===== config.mk =====
export PLATFORM = sky130hd
export DESIGN_NAME = irq_controller
export DESIGN_NICKNAME = d
export VERILOG_FILES = /design/src/rtl/irq_controller.sv
export SDC_FILE = /design/constraint.sdc
export NUM_CORES = 1
export LEC_CHECK = 0
export ABC_AREA = 1
export CORE_MARGIN = 2
export CORE_UTILIZATION = 40
export CTS_CLUSTER_DIAMETER = 150
export DETAILED_ROUTE_END_ITERATION = 16
export PLACE_DENSITY_LB_ADDON = 0.2
export SLEW_MARGIN = 10
export SYNTH_ARGS = -nofsm -noshare
export SYNTH_HDL_FRONTEND = slang
export SYNTH_SLANG_ARGS = --single-unit

===== constraint.sdc =====
create_clock -name clk_i -period 1.2 [get_ports clk_i]
set_input_delay 0.24 -clock clk_i [delete_from_list [all_inputs] [get_ports clk_i]]
set_output_delay 0.24 -clock clk_i [all_outputs]
set_load 0.05 [all_outputs]

===== src/rtl/irq_controller.sv =====
// Machine-level interrupt controller: synchronises N_SRC external lines
// (edge or level per EDGE_MASK) plus an optional machine timer, picks the
// lowest pending+enabled id, and tracks one in-service interrupt from
// trap entry (ack) to mret (complete).
// Ports:
//   clk_i, rst_i (async, active-high)
//   src_i            raw interrupt lines
//   irq_req_o/_id_o  registered request and id
//   irq_ack_i        trap entry pulse
//   irq_complete_i   mret pulse
//   cfg_*            word-addressed register port (combinational read)
// Build option: define IRQ_CTRL_TIMER_EN to add MTIME/MTIMECMP and
// timer source id N_SRC; without it those registers read 0.
module irq_controller #(
    parameter int               N_SRC     = 8,
    parameter logic [N_SRC-1:0] EDGE_MASK = '0
) (
    input  logic             clk_i,
    input  logic             rst_i,
    input  logic [N_SRC-1:0] src_i,
    output logic             irq_req_o,
    output logic [4:0]       irq_id_o,
    input  logic             irq_ack_i,
    input  logic             irq_complete_i,
    input  logic             cfg_we_i,
    input  logic [2:0]       cfg_addr_i,
    input  logic [31:0]      cfg_wdata_i,
    output logic [31:0]      cfg_rdata_o
);
    typedef enum logic [1:0] {
        S_IDLE,
        S_REQ,
        S_SVC
    } state_e;

    localparam int NV = N_SRC + 1;
`ifdef IRQ_CTRL_TIMER_EN
    localparam logic [NV-1:0] EN_MASK = '1;
`else
    localparam logic [NV-1:0] EN_MASK = {1'b0, {N_SRC{1'b1}}};
`endif

    logic [N_SRC-1:0] sync1_q, sync2_q, sync3_q;
    logic [N_SRC-1:0] pend_q, pend_d;
    logic [NV-1:0]    en_q, en_d;
    state_e           state_q, state_d;
    logic             req_q, req_d;
    logic [4:0]       id_q, id_d;
    logic             tmr_pend;
    logic [NV-1:0]    pend_all, elig;
    logic [31:0]      elig_ext;
    logic [4:0]       win_id;
    logic             ack_take;
    logic             wr_en, wr_pend;

    assign wr_en   = cfg_we_i && (cfg_addr_i == 3'd0);
    assign wr_pend = cfg_we_i && (cfg_addr_i == 3'd1);

`ifdef IRQ_CTRL_TIMER_EN
    logic [31:0] mtime_q, mtime_d;
    logic [31:0] mtcmp_q, mtcmp_d;

    // A software write to MTIME replaces that cycle's increment.
    always_comb begin
        mtime_d = mtime_q + 32'd1;
        mtcmp_d = mtcmp_q;
        if (cfg_we_i && cfg_addr_i == 3'd4) mtime_d = cfg_wdata_i;
        if (cfg_we_i && cfg_addr_i == 3'd3) mtcmp_d = cfg_wdata_i;
    end

    always_ff @(posedge clk_i or posedge rst_i) begin
        if (rst_i) begin
            mtime_q <= 32'd0;
            mtcmp_q <= 32'hFFFF_FFFF;
        end else begin
            mtime_q <= mtime_d;
            mtcmp_q <= mtcmp_d;
        end
    end

    assign tmr_pend = (mtime_q >= mtcmp_q);
`else
    logic unused_wdata;
    assign unused_wdata = ^cfg_wdata_i;
    assign tmr_pend     = 1'b0;
`endif

    assign pend_all = {tmr_pend, pend_q};
    assign elig     = pend_all & en_q;
    assign elig_ext = 32'(elig);

    // Lowest id wins: scan downwards so the last hit is the smallest.
    always_comb begin
        win_id = 5'd0;
        for (int i = NV - 1; i >= 0; i--) begin
            if (elig[i]) win_id = 5'(i);
        end
    end

    // Edge bits: a new edge beats a same-cycle clear from ack or W1C.
    always_comb begin
        pend_d = pend_q;
        for (int i = 0; i < N_SRC; i++) begin
            if (EDGE_MASK[i]) begin
                if (wr_pend && cfg_wdata_i[i]) pend_d[i] = 1'b0;
                if (ack_take && id_q == 5'(i)) pend_d[i] = 1'b0;
                if (sync2_q[i] && !sync3_q[i]) pend_d[i] = 1'b1;
            end else begin
                pend_d[i] = sync2_q[i];
            end
        end
    end

    assign en_d = wr_en ? (cfg_wdata_i[NV-1:0] & EN_MASK) : en_q;

    always_comb begin
        state_d  = state_q;
        req_d    = req_q;
        id_d     = id_q;
        ack_take = 1'b0;
        unique case (state_q)
            S_IDLE: begin
                if (|elig) begin
                    state_d = S_REQ;
                    req_d   = 1'b1;
                    id_d    = win_id;
                end
            end
            S_REQ: begin
                // Ack takes precedence over a same-cycle cancel.
                if (irq_ack_i) begin
                    state_d  = S_SVC;
                    req_d    = 1'b0;
                    ack_take = 1'b1;
                end else if (!elig_ext[id_q]) begin
                    state_d = S_IDLE;
                    req_d   = 1'b0;
                end
            end
            S_SVC: begin
                if (irq_complete_i) state_d = S_IDLE;
            end
            default: begin
                state_d = S_IDLE;
                req_d   = 1'b0;
            end
        endcase
    end

    always_ff @(posedge clk_i or posedge rst_i) begin
        if (rst_i) begin
            sync1_q <= '0;
            sync2_q <= '0;
            sync3_q <= '0;
            pend_q  <= '0;
            en_q    <= '0;
            state_q <= S_IDLE;
            req_q   <= 1'b0;
            id_q    <= 5'd0;
        end else begin
            sync1_q <= src_i;
            sync2_q <= sync1_q;
            sync3_q <= sync2_q;
            pend_q  <= pend_d;
            en_q    <= en_d;
            state_q <= state_d;
            req_q   <= req_d;
            id_q    <= id_d;
        end
    end

    always_comb begin
        cfg_rdata_o = 32'd0;
        unique case (cfg_addr_i)
            3'd0: cfg_rdata_o = 32'(en_q);
            3'd1: cfg_rdata_o = 32'(pend_all);
            3'd2: cfg_rdata_o = {state_q != S_IDLE, 26'd0, id_q};
`ifdef IRQ_CTRL_TIMER_EN
            3'd3: cfg_rdata_o = mtcmp_q;
            3'd4: cfg_rdata_o = mtime_q;
`endif
            default: cfg_rdata_o = 32'd0;
        endcase
    end

    assign irq_req_o = req_q;
    assign irq_id_o  = id_q;
endmodule


==> impl_metrics.json <==
{
  "status": "finished, violations left",
  "violations": "negative setup slack",
  "numCtsBuffers": 5,
  "dr_wl_met2_mm": 2.50,
  "fp.dieArea_um2": 4800,
  "vias": 1512,
  "required_ps": 960,
  "setup_violations": 16,
  "post_drt_wl_per_cell_um": 14.6,
  "cap_violations": 0,
  "hold_viol": 0,
  "n_antenna_cell": 0,
  "cp_data_arrival_time_ps": 1200,
  "gp_congestion": 0.872,
  "timing.final.ws_setup_ps": -236,
  "finClkSkew_ps": 4.85,
  "rrSetupSlack_ps": -230,
  "avgSynthCellArea_um2": 9.91,
  "fin_crit_ps": 1440,
  "wl_met3_um": 255,
  "m1WireLength_mm": 1.69,
  "nNetsFinal": 311,
  "vias_per_cell": 4.82,
  "syn_to_final_growth_pct": 75.0,
  "start_kind": "flop",
  "mostFrequentLayoutCells": "dfrtp_1, buf_4, nand2_1, conb_1, clkdlybuf4s50_1",
  "worstPathCellList": "buf_6, nand3_2, o211ai_1, clkbuf_16",
  "slowest_delay_ps": 370,
  "cp_slowest_cell": "dfrtp_1",
  "fmax_mhz": 696,
  "layout_commonest_cell": "dfrtp_1",
  "drc_errors": 0,
  "fp.dieW_um": 69.3,
  "first_pass_iters": 4,
  "ys_types": 22,
  "final_util_pct": 73.5,
  "wirelength_mm": 4.58,
  "grt_start_max_net_pins": 39,
  "io_buffers": 36,
  "grt_first_pass_wirelength_mm": 7.00,
  "initial_core_util_pct": 42.0,
  "path_buf_inv": 2,
  "cp_top_family": "flip-flops",
  "synth.cell_area_um2": 1700,
  "maxSlewViolCount": 0,
  "grt_pass1_vias": 1607,
  "pin_count": 86,
  "power_density_nw_per_um2": 1690,
  "hold_class": "primary input to async pin",
  "reg2reg_to": "irq_req_o",
  "clock_sinks": 38,
  "die_h_um": 69.3,
  "drive_gt1_share_pct": 49.2,
  "syn_inst": 172,
  "r2r_start": "en_q[2]",
  "routed.top_layer": "met4",
  "peakVddDrop_uv": 1050,
  "ant_nets": 0,
  "ys_seq_elements": 38,
  "yosysWarnings": 0,
  "cts_buffer_depth": 2,
  "finalInstanceArea_um2": 2980,
  "drt_iter0_drc": 75,
  "crit_type": "flop to output port",
  "htree_levels": 2,
  "clk-insertion-delay-late_ps": 300,
  "p_leak_nw": 1.39,
  "cts_tree": "built",
  "clkTransAtPathRegs_ps": 80,
  "detailed_place_hpwl_mm": 2.74,
  "grt_use_total_pct": 18.7,
  "rows": 23,
  "cts.hold.buffers_added": 0,
  "cp_max_fo": 2,
  "period_share_pct": 120,
  "antenna_found_initial": 0,
  "ys_seq_area_share_pct": 55.8,
  "reg2reg_depth": 11,
  "crit_path_end_kind": "output port",
  "placed_area_um2": 2440,
  "overflow": 0,
  "clock-root-buffer": "clkbuf_8",
  "rsz0062_at_grt": "true",
  "core_region_area_um2": 4060
}
## stage by stage
stage / std cells / setup TNS, ps / power, W / hold slack (ps) / setup slack [ps]
6_report: 314 / -2170 / 0.00503 / 287 / -236
2_1_floorplan: 196 / -1060 / 0.00272 / 271 / -437
3_5_place_dp: 286 / -8310 / 0.00351 / 336 / -521
5_1_grt: 314 / -3020 / 0.00527 / 321 / -332
4_1_cts: 308 / -1900 / 0.00487 / 298 / -298
3_3_place_gp: 286 / -7970 / 0.00347 / 332 / -497
## flip-flops by register name, summed over array words and instances, names as in the netlist
name / count
state_q: 2
pend_q: 8
sync1_q: 8
en_q: 8
irq_req_o: 1
irq_id_o: 3
pend_d: 8
## synthesized netlist by cell type
library cell	count	area, µm²
a21boi_0	1	7.51
a21oi_1	3	15.0
a31oi_1	1	6.26
buf_4	25	188
buf_6	1	11.3
clkinv_1	1	3.75
conb_1	1	3.75
dfrtp_1	38	951
inv_1	12	45.0
mux2_2	6	67.6
nand2_1	36	135
nand3_1	27	135
nand3_4	1	17.5
nor2_1	8	30.0
nor2_8	1	20.0
o211ai_1	1	7.51
o21a_1	1	7.51
o21ai_0	3	15.0
o221ai_1	2	17.5
o22ai_1	1	6.26
o31ai_1	1	7.51
or2_2	1	6.26
## worst register-to-register path: stages (launching register included)
cell and delay, ps:
dfrtp_1 400, buf_4 140, buf_4 120, nand2_1 80, nand2_2 80, nor2_4 110
nand2_2 80, o21ai_1 120, inv_1 50, nand2_1 50, nand2_1 60, nand2_1 80
## how the worst max path moves through the flow
stage	end	startpoint	slack, ps	cells past startpoint
floorplan	cfg_rdata_o[2]	cfg_addr_i[0]	-440	4
global placement	cfg_rdata_o[2]	cfg_addr_i[2]	-500	5
detailed placement	cfg_rdata_o[2]	cfg_addr_i[2]	-520	5
CTS	cfg_rdata_o[2]	en_q[2]	-300	4
global route	irq_req_o	en_q[2]	-330	11
finish	cfg_rdata_o[2]	en_q[2]	-240	4
## metal layers
metal | vias to the layer above | track usage (%)
li1 | 698 | -
met1 | 738 | 19.4
met2 | 63 | 33.2
met3 | 13 | 5.67
met4 | 0 | 10.5
met5 | - | 0
## kinds of logic after synthesis
| logic type | share of synthesized area (%) |
|---|---|
| AOI/OAI and AO/OA | 5.29 |
| buffers and inverters | 14.5 |
| DFF | 55.8 |
| muxes | 3.96 |
| other | 0.220 |
| and+or+nand+nor | 20.2 |
## power breakdown
part	leakage (nW)	internal [W]	switching, W	total (W)
Combinational	0.894	0.00112	0.00132	0.00244
Clock	0.0478	0.000472	0.000483	0.000956
Sequential	0.444	0.00148	0.000156	0.00164
## final cells by class
type	count	area, µm²
fillers	279	1070
flip-flops and latches	38	955
repair buffers	86	952
multi-input cells	119	863
clock buffers	6	82.6
well taps	50	62.6
inverters	13	51.3
clock inverters	2	16.3
## what timing repair did
action                                 CTS  global route
resized for setup                       65            18
endpoints found under the hold margin    0             0
buffers inserted                        14             9
setup endpoints to repair               24            16
pin swaps                               27            13
Power figures use the tool's default switching activity.
